## src/rtl/ray_pkg.sv

```systemverilog
// ray_pkg: shared types and defaults for the ray dispatcher slice.
//   DEF_*        default parameter values for the dispatcher
//   vec3_t       three-component vector at the default component width
//   disp_state_e dispatcher FSM state, exposed on the top's stateDbg port
package ray_pkg;

  localparam int DEF_NUM_UNITS      = 4;
  localparam int DEF_POSITION_WIDTH = 16;
  localparam int DEF_ADDRESS_WIDTH  = 32;
  localparam int DEF_DIM_WIDTH      = 11;
  localparam int DEF_PIXEL_BYTES    = 4;

  // Component 0 is x, 1 is y, 2 is z.
  typedef logic [2:0][DEF_POSITION_WIDTH-1:0] vec3_t;

  typedef enum logic [1:0] {
    ST_IDLE     = 2'd0,
    ST_DISPATCH = 2'd1,
    ST_DRAIN    = 2'd2
  } disp_state_e;

endpackage

```

## src/rtl/rr_arbiter.sv

```systemverilog
// rr_arbiter: round-robin arbiter with a rotating priority pointer.
//   clock, reset  system clock, synchronous active-high reset
//   req_i         request vector
//   advance_i     when high and a grant is issued, the pointer moves to it
//   grant_o       one-hot grant (all zero when no request)
//   any_o         at least one request present
// The search starts one position after the last grant. The pointer resets
// to N-1, so the first grant after reset goes to the lowest requester.
module rr_arbiter #(
  parameter int N = 4
) (
  input  logic         clock,
  input  logic         reset,
  input  logic [N-1:0] req_i,
  input  logic         advance_i,
  output logic [N-1:0] grant_o,
  output logic         any_o
);

  localparam int PW = (N > 1) ? $clog2(N) : 1;

  logic [PW-1:0] ptr_q;
  logic [PW-1:0] ptr_d;
  logic [PW-1:0] idx;
  logic          found;
  int            cand;

  assign any_o = |req_i;

  always_comb begin
    grant_o = '0;
    ptr_d   = ptr_q;
    found   = 1'b0;
    cand    = 0;
    idx     = '0;
    for (int i = 1; i <= N; i++) begin
      cand = int'(ptr_q) + i;
      if (cand >= N) cand = cand - N;
      idx = PW'(cand);
      if (!found && req_i[idx]) begin
        found        = 1'b1;
        grant_o[idx] = 1'b1;
        ptr_d        = idx;
      end
    end
  end

  always_ff @(posedge clock) begin
    if (reset) begin
      ptr_q <= PW'(N - 1);
    end else if (advance_i && any_o) begin
      ptr_q <= ptr_d;
    end
  end

endmodule

```

## src/rtl/ray_dispatcher.sv

```systemverilog
// ray_dispatcher: walks a frame in raster order, builds each primary ray
// direction incrementally (adders only) plus its framebuffer address, and
// hands rays round-robin to idle ray units.
//   clock, reset          system clock, synchronous active-high reset
//   frameStart            begin a frame (honoured only in IDLE)
//   frameBusy/frameDone   busy level / one-cycle completion pulse
//   frameWidth/Height     frame size, latched on frameStart
//   frameAddress          address of pixel (0,0), latched
//   cameraQ               ray origin, latched, driven on rayQ for the frame
//   corner, dx, dy        direction of (0,0), column step, row step; latched
//   unitStart             one-hot start pulse to the granted unit
//   unitReady, unitBusy   per-unit status from the ray units
//   rayV                  per-unit direction registers
//   pixelAddress          address of the ray being started
//   stateDbg              current FSM state
//
// Handshake: a unit is offered a ray when unitReady is high. The dispatcher
// loads rayV[k] and pixelAddress on the grant edge and raises unitStart[k]
// for exactly one cycle; that cycle is the transfer. A unit pulsed in the
// previous cycle may still show ready, so it is excluded from the next
// arbitration round.
module ray_dispatcher
  import ray_pkg::*;
#(
  parameter int NUM_UNITS      = DEF_NUM_UNITS,
  parameter int POSITION_WIDTH = DEF_POSITION_WIDTH,
  parameter int ADDRESS_WIDTH  = DEF_ADDRESS_WIDTH,
  parameter int DIM_WIDTH      = DEF_DIM_WIDTH,
  parameter int PIXEL_BYTES    = DEF_PIXEL_BYTES
) (
  input  logic                                          clock,
  input  logic                                          reset,
  input  logic                                          frameStart,
  output logic                                          frameBusy,
  output logic                                          frameDone,
  input  logic [DIM_WIDTH-1:0]                          frameWidth,
  input  logic [DIM_WIDTH-1:0]                          frameHeight,
  input  logic [ADDRESS_WIDTH-1:0]                      frameAddress,
  input  logic [2:0][POSITION_WIDTH-1:0]                cameraQ,
  input  logic [2:0][POSITION_WIDTH-1:0]                corner,
  input  logic [2:0][POSITION_WIDTH-1:0]                dx,
  input  logic [2:0][POSITION_WIDTH-1:0]                dy,
  output logic [NUM_UNITS-1:0]                          unitStart,
  input  logic [NUM_UNITS-1:0]                          unitReady,
  input  logic [NUM_UNITS-1:0]                          unitBusy,
  output logic [2:0][POSITION_WIDTH-1:0]                rayQ,
  output logic [NUM_UNITS-1:0][2:0][POSITION_WIDTH-1:0] rayV,
  output logic [ADDRESS_WIDTH-1:0]                      pixelAddress,
  output disp_state_e                                   stateDbg
);

  typedef logic [2:0][POSITION_WIDTH-1:0] vec_t;

  // Per-component add; each component wraps independently.
  function automatic vec_t vec_add(input vec_t a, input vec_t b);
    vec_t r;
    for (int c = 0; c < 3; c++) r[c] = a[c] + b[c];
    return r;
  endfunction

  disp_state_e                         state_q;
  logic [DIM_WIDTH-1:0]                width_q, height_q;
  logic [DIM_WIDTH-1:0]                x_q, y_q;
  logic [DIM_WIDTH-1:0]                x_d, y_d;
  vec_t                                dx_q, dy_q;
  vec_t                                cur_v_q, row_v_q;
  vec_t                                cur_v_d, row_v_d;
  logic [ADDRESS_WIDTH-1:0]            cur_addr_q, cur_addr_d;
  vec_t                                ray_q_q;
  logic [NUM_UNITS-1:0][2:0][POSITION_WIDTH-1:0] ray_v_q;
  logic [ADDRESS_WIDTH-1:0]            pix_addr_q;
  logic [NUM_UNITS-1:0]                start_q;
  logic                                done_q;

  logic [NUM_UNITS-1:0] eligible;
  logic [NUM_UNITS-1:0] grant;
  logic                 grant_any;
  logic                 row_end;
  logic                 last_pixel;

  assign eligible = unitReady & ~start_q;

  rr_arbiter #(.N(NUM_UNITS)) u_arb (
    .clock     (clock),
    .reset     (reset),
    .req_i     (eligible),
    .advance_i (state_q == ST_DISPATCH),
    .grant_o   (grant),
    .any_o     (grant_any)
  );

  assign row_end    = (x_q == width_q - DIM_WIDTH'(1));
  assign last_pixel = row_end && (y_q == height_q - DIM_WIDTH'(1));

  // Next raster position and accumulators, applied only on a grant.
  // At row end the next row's first direction is the old row start plus dy,
  // so both rowV and curV take the same sum.
  always_comb begin
    x_d        = x_q + DIM_WIDTH'(1);
    y_d        = y_q;
    row_v_d    = row_v_q;
    cur_v_d    = vec_add(cur_v_q, dx_q);
    cur_addr_d = cur_addr_q + ADDRESS_WIDTH'(PIXEL_BYTES);
    if (row_end) begin
      x_d     = '0;
      y_d     = y_q + DIM_WIDTH'(1);
      row_v_d = vec_add(row_v_q, dy_q);
      cur_v_d = vec_add(row_v_q, dy_q);
    end
  end

  always_ff @(posedge clock) begin
    if (reset) begin
      state_q    <= ST_IDLE;
      width_q    <= '0;
      height_q   <= '0;
      x_q        <= '0;
      y_q        <= '0;
      dx_q       <= '0;
      dy_q       <= '0;
      cur_v_q    <= '0;
      row_v_q    <= '0;
      cur_addr_q <= '0;
      ray_q_q    <= '0;
      ray_v_q    <= '0;
      pix_addr_q <= '0;
      start_q    <= '0;
      done_q     <= 1'b0;
    end else begin
      start_q <= '0;
      done_q  <= 1'b0;
      case (state_q)
        ST_IDLE: begin
          if (frameStart) begin
            width_q    <= frameWidth;
            height_q   <= frameHeight;
            dx_q       <= dx;
            dy_q       <= dy;
            cur_v_q    <= corner;
            row_v_q    <= corner;
            cur_addr_q <= frameAddress;
            ray_q_q    <= cameraQ;
            x_q        <= '0;
            y_q        <= '0;
            // An empty frame has nothing to dispatch; finish via DRAIN.
            if (frameWidth == '0 || frameHeight == '0) state_q <= ST_DRAIN;
            else                                       state_q <= ST_DISPATCH;
          end
        end
        ST_DISPATCH: begin
          if (grant_any) begin
            start_q    <= grant;
            pix_addr_q <= cur_addr_q;
            for (int k = 0; k < NUM_UNITS; k++) begin
              if (grant[k]) ray_v_q[k] <= cur_v_q;
            end
            x_q        <= x_d;
            y_q        <= y_d;
            row_v_q    <= row_v_d;
            cur_v_q    <= cur_v_d;
            cur_addr_q <= cur_addr_d;
            if (last_pixel) state_q <= ST_DRAIN;
          end
        end
        ST_DRAIN: begin
          // The final start pulse must have retired before busy is trusted.
          if (start_q == '0 && unitBusy == '0) begin
            done_q  <= 1'b1;
            state_q <= ST_IDLE;
          end
        end
        default: state_q <= ST_IDLE;
      endcase
    end
  end

  assign frameBusy    = (state_q != ST_IDLE);
  assign frameDone    = done_q;
  assign unitStart    = start_q;
  assign rayQ         = ray_q_q;
  assign rayV         = ray_v_q;
  assign pixelAddress = pix_addr_q;
  assign stateDbg     = state_q;

endmodule

```

## config.mk

```make
export PLATFORM = sky130hd
export DESIGN_NAME = ray_dispatcher
export DESIGN_NICKNAME = d
export VERILOG_FILES = /design/src/rtl/ray_pkg.sv /design/src/rtl/rr_arbiter.sv /design/src/rtl/ray_dispatcher.sv
export SDC_FILE = /design/constraint.sdc
export NUM_CORES = 1
export LEC_CHECK = 0
export CAP_MARGIN = 20
export CORE_MARGIN = 1.5
export CORE_UTILIZATION = 45
export DETAILED_ROUTE_END_ITERATION = 10
export GPL_ROUTABILITY_DRIVEN = 0
export PLACE_DENSITY_LB_ADDON = 0.15
export SLEW_MARGIN = 10
export SYNTH_ARGS = -nofsm -noshare
export SYNTH_HDL_FRONTEND = slang
export SYNTH_SLANG_ARGS = --single-unit
```

## constraint.sdc

```tcl
create_clock -name clock -period 3.4 [get_ports clock]
set_input_delay 1.02 -clock clock [delete_from_list [all_inputs] [get_ports clock]]
set_output_delay 1.02 -clock clock [all_outputs]
set_load 0.05 [all_outputs]
```

[Word-level counts from Yosys, hierarchy flattened]
Index checks and enable logic that the tools add are counted.
Word-level totals
  register bits after elaboration: 549
  input port bits: 257
Cells by class
  muxes and demuxes: 55
  eq/ne operators: 9
  reduce and logical (&&, ||, !) cells: 35
  bitwise logic cells: 8
  $lt $le $gt $ge: 12
  $add $sub $neg: 19
Operator list (count)
  $mux 48: 5
  $pmux 48 s2: 2
  $add 16x16->16: 6
  $mux 32: 2
  $pmux 32 s2: 1
  $mux 11: 5
  $pmux 11 s2: 2
  $add 32x3->32 const B: 1
  $mux 2: 13
  $add 11x1->11 const B: 2
  $eq 11x11->1: 2
  $logic_not 11->1: 2
  $sub 11x1->11 const B: 2
  $mux 4: 4
  $reduce_and 3->1: 5
  $lt 2x3->1 const B: 4
  $mux 1: 12
  $or 4x4->4: 3
  $logic_and 1x1->1: 10
  $ne 2x2->1 const B: 5
  $ge 3x3->1 const B: 3
  $bmux 1 s2: 4
  $demux 1 s2: 4
  $ge 2x1->1 const B: 4
  other kinds (22): 35

[Logic depth before layout (Yosys ltp)]
Gate-level depths: netlist of run 1.
  depth in word-level cells: 16
  mapped depth: 12

[Cells and area by module]
From an unflattened synthesis of run 1, not the netlist that was laid out.
Unflattened totals
  cell total of the unflattened synthesis: 3364
  area total of the unflattened synthesis: 25956.1 um2
By module, submodules not included
  ray_dispatcher: times used 1, sequential area each 10950.5 um2, cells each 3299, area an instance 25366.8 um2
  rr_arbiter: times used 1, sequential area each 40.0 um2, cells each 65, area an instance 589.3 um2

[Least setup slack after synthesis of run 1]
Ideal clock, no wire load.
  kind: input -> register
  start point: input port unitReady[0]
  end point: register cur_v_q[45] (netlist bit)
  buffers on the path: 2
  stages on the path: 8
  data arrival time: 3.017 ns
  slack: 0.288 ns
  required time: 3.305 ns
  path through: nor2b_1 > nor4_1 > nor2_1 > nor2_1 > clkbuf_1 > clkbuf_1 > nand2_1 > a221oi_1
On the way
  cells in the longest elaborated chain, start to end: 4
RTL lines
  from (decl): RTL line ray_dispatcher.sv:44  | input logic [NUM_UNITS-1:0] unitReady,
  $and 4x4->4: RTL line ray_dispatcher.sv:81  | assign eligible = unitReady & ~start_q;
  $reduce_or 4->1: RTL line rr_arbiter.sv:28  | assign any_o = |req_i;
  $ne 2x2->1 (no line)
  $reduce_and 3->1 (no line)
  to (signal assigned): RTL line ray_dispatcher.sv:139  | cur_v_q <= corner;
  to (signal assigned): RTL line ray_dispatcher.sv:160  | cur_v_q <= cur_v_d;
  to (decl): RTL line ray_dispatcher.sv:66  | vec_t cur_v_q, row_v_q;
No other way between the ends.
A chain may end at the register's enable or synchronous reset.

[Final worst setup path of run 1]
  start point: register width_q[0]
  end point: register x_q[1]
On the way
  cells in the longest elaborated chain, start to end: 5
RTL lines
  from (decl): RTL line ray_dispatcher.sv:62  | logic [DIM_WIDTH-1:0] width_q, height_q;
  from (signal assigned): RTL line ray_dispatcher.sv:135  | width_q <= frameWidth;
  $sub 11x1->11: RTL line ray_dispatcher.sv:92  | assign row_end = (x_q == width_q - DIM_WIDTH'(1));
  $eq 11x11->1: RTL line ray_dispatcher.sv:92
  $mux 11: RTL line ray_dispatcher.sv:104  | if (row_end) begin
  $mux 11: RTL line ray_dispatcher.sv:151  | if (grant_any) begin
  $pmux 11 s2: RTL line ray_dispatcher.sv:132  | case (state_q)
  to (signal assigned): RTL line ray_dispatcher.sv:117  | x_q <= '0;
  to (signal assigned): RTL line ray_dispatcher.sv:143  | x_q <= '0;
  to (signal assigned): RTL line ray_dispatcher.sv:157  | x_q <= x_d;
  to (decl): RTL line ray_dispatcher.sv:63  | logic [DIM_WIDTH-1:0] x_q, y_q;
No other way between the ends. The select of a mux whose other input is x is not followed.

==> reports/results.ini, run 1 <==
[outcome]
outcome = complete, no violations

[clock_network]
cts-htree-levels = 2
path_clk_slew_ns = 0.06
cts_buffers = 59
clockBufferDepth = 3
clk_latency_ns = 0.64
ctsRootBufferMaster = clkbuf_16
clock-sinks = 549
cts_tree = done

[drt]
dr.pass1.iters = 5
drt-total-wl_um = 89400
wl_met2_um = 45400
wl_per_cell_um = 19.3
dr_wl_met3_um = 4480
drc_errors = 0
via_count = 25233
m1WireLength_um = 36000
drtIter0Drc = 1722
viasPerCell = 5.45
ant_nets = 0
highest_layer = met5

[setup_path]
cp-end-kind = flop
rr_worst_depth = 11
cp-start-kind = flop
cp.arrival_ns = 3.68
critPathTopFamily = simple AND/OR/NAND/NOR gates
worst_path_max_delay_cell = or3b_2
critPathKind = flop to flop
worstSetupPathDepth = 11
critPathRequiredTime_ns = 3.94
cp_max_fo = 11
crit_top_cell = nand2_1
path_cells = inv_1 -> ha_1 -> or3b_2 -> o221a_1 -> a311oi_2 -> nand2_1 -> and3_1 -> o21ai_4 -> buf_12 -> nand2_1 -> a21oi_1
worst-path-buf-inv = 2
max_stage_delay_ns = 0.52

[power]
p_leak_uw = 0.0131
power_uw = 29500
max-vdd-ir-drop_v = 0.000500
power_density_nw_per_um2 = 849

[floorplan]
die_h_um = 242
coreArea_sq_um = 56500
dieArea_sq_um = 58700
initial_core_util_pct = 45.6
rows = 87
pin_count = 537
fp.dieW_um = 242

[finish]
fill_cells = 5177
final_common_cell = nand2_1
syn2layout_area_growth_pct = 34.8
mostFrequentLayoutCells = nand2_1 (962), dfxtp_1 (549), clkdlybuf4s50_1 (535), a21oi_1 (498), nor2_1 (163)
fin_nets = 4176
drive_above_1_share_pct = 6.86
stdcell_count = 4633
final_area_sq_um = 34700

[yosys]
syn_nets = 3676
synth_cell_types = 86
synth_ff_type = dfxtp_1
synth_area_leaders = dfxtp_1 (43%), nand2_1 (14%), a21oi_1 (9.7%)
avgSynthCellArea_sq_um = 7.78
synth_seq_area_share_pct = 42.7
synth_edf_count = 0
ys.warnings.count = 0
yosysTopAreaCell = dfxtp_1
syn_area_sq_um = 25800
synth-seq-cells = 549
async_flop_share_pct = 0
yosys.area.top_type_share_pct = 42.7
synthCells = 3311

[grt]
grt_max_degree = 168
grt_pass1_wl_um = 138000
antenna_found_initial = 19
gr-usage-all-layers_pct = 29.5
gr-total-overflow = 0
first_global_vias = 23995

[timing]
slew_headroom_pct = 38.3
hold_violations = 0
rsz0062_at_grt = false
finalSetupViolCount = 0
drv_slew = 0
tightest_slew_ns = 0.925
tns_ns = 0
fin_crit_ns = 3.14
clock_skew_ns = 0.0253
fmax_ghz = 0.318
period_share_pct = 92.4

[place]
io_buffers = 536
placed_cells = 4503
post-dp-hpwl_um = 65300
dpl_cell_area_sq_um = 32600

[job]
max_cap_violations = 0

[min_path]
worstHoldPathType = flop to flop
holdPathStages = 2

[timing repair]
item | CTS | global route
setup endpoints to repair | 0 | 25
buffers inserted | 0 | 3
hold buffers | 0 | 0
resized for setup | 0 | 1
[synth_stat cells (5+ instances only)]
master / number
fa_1: 6
and2_1: 7
nand2_1: 964
o31ai_1: 16
or3_1: 19
and3_1: 26
o21ai_0: 73
o211a_1: 11
buf_1: 9
o21a_1: 31
a311oi_1: 27
o221a_2: 5
nand2b_1: 12
clkbuf_1: 181
xnor2_1: 80
or4_1: 5
mux2i_1: 8
a21o_1: 28
a2111oi_0: 10
o21bai_1: 6
nand4_1: 29
a22oi_1: 9
nand3b_1: 9
a31o_2: 7
a211oi_1: 52
nor2_1: 165
inv_1: 42
nor3_1: 45
a31oi_1: 30
nand3_1: 53
o22ai_1: 7
a21oi_1: 498
dfxtp_1: 549
o221ai_1: 6
nor2b_1: 17
ha_1: 102
xor2_1: 41
nor4_1: 18
a221oi_1: 9
buf_2: 19
[state kept, by name (all words and copies together), names as in the netlist, 4 cells and up]
register and cells:
cur_addr_q 32, cur_v_q 48, dx_q 48, dy_q 48
height_q 11, pixelAddress 32, rayQ 48, rayV 192
row_v_q 48, unitStart 4, width_q 11, x_q 11
y_q 11
[metal layers]
| layer | vias up | GRT usage, % |
|---|---|---|
| li1 | 12450 | - |
| met1 | 11910 | 34.7 |
| met2 | 685 | 52.5 |
| met3 | 182 | 4.73 |
| met4 | 6 | 13.6 |
| met5 | - | 0 |
[where the power goes]
group / internal [uW] / switching, uW / total, uW
registers: 7830 / 1470 / 9300
logic: 5120 / 8160 / 13300
clock network: 4110 / 2780 / 6890
total: 17100 / 12400 / 29500
[tightest hold or removal path, cell delays in order, from the launching register on]
cell	delay, ns
dfxtp_1	0.30
nand2_1	0.05
a21oi_1	0.05
[area by class of cell]
class / count / area (sq um) / area share, %
multi-input combinational: 2509 / 13900 / 40.0
sequential: 549 / 11000 / 31.7
timing repair buffer: 650 / 6590 / 19.0
clock buffer: 86 / 1750 / 5.03
tap: 756 / 946 / 2.72
clock inverter: 26 / 352 / 1.01
inverter: 42 / 158 / 0.454
antenna: 15 / 37.5 / 0.108
[metrics by stage]
step                      hold WS [ns]  setup slack [ns]  utilization, %
after CTS                        0.454             0.180            61.3
final                            0.452             0.258            61.5
after global placement           0.440            -0.292            57.6
after detailed placement         0.446            -0.235            57.6
after floorplan                  0.432             0.288               -
after global routing             0.473           0.00785            61.5
[path summary, 6_finish.rpt]
| kind | slack, ns | startpoint | end |
|---|---|---|---|
| setup / recovery | 0.26 | width_q[0]$_SDFFE_PP0P_ | x_q[1]$_SDFFE_PP0P_ |
| hold / removal | 0.45 | rayQ[2]$_SDFFE_PP0P_ | rayQ[2]$_SDFFE_PP0P_ |
| setup reg to reg | 0.26 | width_q[0]$_SDFFE_PP0P_ | x_q[1]$_SDFFE_PP0P_ |
| hold reg to reg | 0.45 | rayQ[2]$_SDFFE_PP0P_ | rayQ[2]$_SDFFE_PP0P_ |
[kinds of logic after synthesis]
kind of cell / after synthesis / share of synthesized area, %
AND/OR/NAND/NOR: 1396 / 22.9
AO/OA/AOI/OAI: 875 / 20.7
flip-flops: 549 / 42.7
buffers and inverters: 253 / 3.84
XOR/XNOR: 121 / 4.11
adder cells (fa/ha/maj): 108 / 5.42
multiplexers: 9 / 0.355
Power figures use the tool's default switching activity.
==> inputs of run 2 (changes only) <==
--- a/config.mk
+++ b/config.mk
@@ -9,7 +9,6 @@
 export CORE_MARGIN = 1.5
 export CORE_UTILIZATION = 45
 export DETAILED_ROUTE_END_ITERATION = 10
-export GPL_ROUTABILITY_DRIVEN = 0
 export PLACE_DENSITY_LB_ADDON = 0.15
 export SLEW_MARGIN = 10
 export SYNTH_ARGS = -nofsm -noshare
==> constraint.sdc (replaced) <==
create_clock -name clock -period 2.9 [get_ports clock]
set_input_delay 0.87 -clock clock [delete_from_list [all_inputs] [get_ports clock]]
set_output_delay 0.87 -clock clock [all_outputs]
set_load 0.05 [all_outputs]
==> run 2 against run 1 <==
  * The flow now finishes with violations (setup timing)
  * Worst setup slack worse by 0.27 ns
  * Non-clock buffer count up 136
  * Cell count up 2.9%
  * Critical path depth down 1
  * Via count up 3.0%
  * Global-route usage up 0.57 points
  * Largest power group unchanged
  * Sequential power up 14%
  * Die area unchanged
==> reports/results.ini, run 2 (synthesized netlist as in run 1, its figures left out) <==
[floorplan]
rows = 87
pin_count = 537
coreArea_sq_um = 56500
fp.dieW_um = 242
initial_core_util_pct = 45.6
dieArea_sq_um = 58700
die_h_um = 242

[timing]
setup_ws_ns = -0.0150
tightest_slew_ns = 0.845
hold_violations = 0
fmax_ghz = 0.343
period_share_pct = 101
tns_ns = -0.0150
clock_skew_ns = 0.0257
slew_headroom_pct = 42.2
drv_slew = 0
rsz0062_at_grt = true
finalSetupViolCount = 1
fin_crit_ns = 2.91

[place]
gp_congestion = 0.928
post-place-ws_ns = -0.629
post-dp-hpwl_um = 67700
io_buffers = 536

[finish]
syn2layout_area_growth_pct = 42.2
largest_reg_flops = 192
drive_above_1_share_pct = 11.9
fin_nets = 4312
fill_cells = 4920
final_common_cell = nand2_1
mostFrequentLayoutCells = nand2_1 (960), dfxtp_1 (541), clkdlybuf4s50_1 (532), a21oi_1 (494), buf_4 (182)

[setup_path]
critPathTopFamily = simple AND/OR/NAND/NOR gates
critPathRequiredTime_ns = 3.42
cp-end-kind = flop
cp.arrival_ns = 3.43
crit_top_cell = buf_4
path_cells = or4_4 -> nor3_4 -> o2111ai_2 -> a2111oi_4 -> and3_4 -> o21ai_4 -> buf_4 -> o21ai_0 -> buf_4 -> nor2_1
cp-start-kind = flop
critPathKind = flop to flop
cp_max_fo = 4
max_stage_delay_ns = 0.56
worst_path_max_delay_cell = or4_4
worst-path-buf-inv = 2

[clock_network]
cts-htree-levels = 2
cts_buffers = 59
cts_tree = done
clk_latency_ns = 0.63
ctsRootBufferMaster = clkbuf_16
path_clk_slew_ns = 0.06
clock-sinks = 549
clockBufferDepth = 3

[power]
power_density_nw_per_um2 = 1010
max-vdd-ir-drop_v = 0.000678
p_leak_uw = 0.0140

[drt]
drtIter0Drc = 1749
viasPerCell = 5.45
via_count = 25998
ant_nets = 0
wl_per_cell_um = 19.4
dr.pass1.iters = 5
drc_errors = 0
drt-total-wl_um = 92400

[outcome]
outcome = finished with violations
violations = setup timing

[grt]
grt_pass1_wl_um = 140000
gr-usage-all-layers_pct = 30.1
gr-total-overflow = 0
antenna_found_initial = 17
grt_max_degree = 103
first_global_vias = 24516

[min_path]
worstHoldPathType = flop to flop

[job]
max_cap_violations = 0

-- run 2: what timing repair did --
| action | CTS | global route |
|---|---|---|
| pin swaps | 10 | 74 |
| hold buffers | 0 | 0 |
| endpoints found under the setup margin | 39 | 233 |
| resized for setup | 28 | 110 |
| cloned | 0 | 2 |
| setup buffers | 3 | 14 |
-- run 2: path summary, 6_finish.rpt --
kind / startpoint / to / slack (ns) / cells after the start
setup / recovery: width_q[0]$_SDFFE_PP0P_ / row_v_q[19]$_SDFFE_PP0P_ / -0.01 / 10
hold / removal: rayQ[33]$_SDFFE_PP0P_ / rayQ[33]$_SDFFE_PP0P_ / 0.45 / 2
setup reg to reg: width_q[0]$_SDFFE_PP0P_ / row_v_q[19]$_SDFFE_PP0P_ / -0.01 / 10
hold reg to reg: rayQ[33]$_SDFFE_PP0P_ / rayQ[33]$_SDFFE_PP0P_ / 0.45 / 2
-- run 2: area by class of cell --
type                       instances  area, sq um  area share (%)
inverter                          42          158           0.430
tap                              756          946            2.58
clock buffer                      79         1670            4.56
sequential                       549        11000            30.0
antenna                           13         32.5          0.0888
clock inverter                    33          510            1.39
timing repair buffer             786         7930            21.7
multi-input combinational       2509        14400            39.3
-- run 2: metal layers --
metal / vias up / track usage [%] / wire length (um)
met4: 6 / 11.1 / 3220
li1: 12735 / - / -
met3: 170 / 4.40 / 4590
met5: - / 0 / 45
met2: 778 / 55.1 / 47300
met1: 12309 / 35.5 / 37300
-- run 2: worst min-delay path, delay by kind of cell (launching register included) --
kind               cells  cell delay, ns
AOI/OAI and AO/OA      1            0.05
and+or+nand+nor        1            0.05
DFF                    1            0.31
-- run 2: stage by stage --
step / utilization, % / power, uW / std cells / hold WS (ns) / cell area [sq um]
floorplan: - / 20600 / 3311 / 0.432 / 25800
global placement: 59.5 / 27300 / 4625 / 0.440 / 33600
detailed placement: 59.5 / 27500 / 4625 / 0.446 / 33600
CTS: 63.7 / 36100 / 4739 / 0.454 / 36000
global route: 64.8 / 39000 / 4764 / 0.465 / 36600
finish: 64.8 / 37000 / 4767 / 0.452 / 36600
-- run 2: power breakdown --
group	switching, uW	internal [uW]
sequential	1450	9190
combinational	10600	7280
clock	3260	5200
total	15400	21700
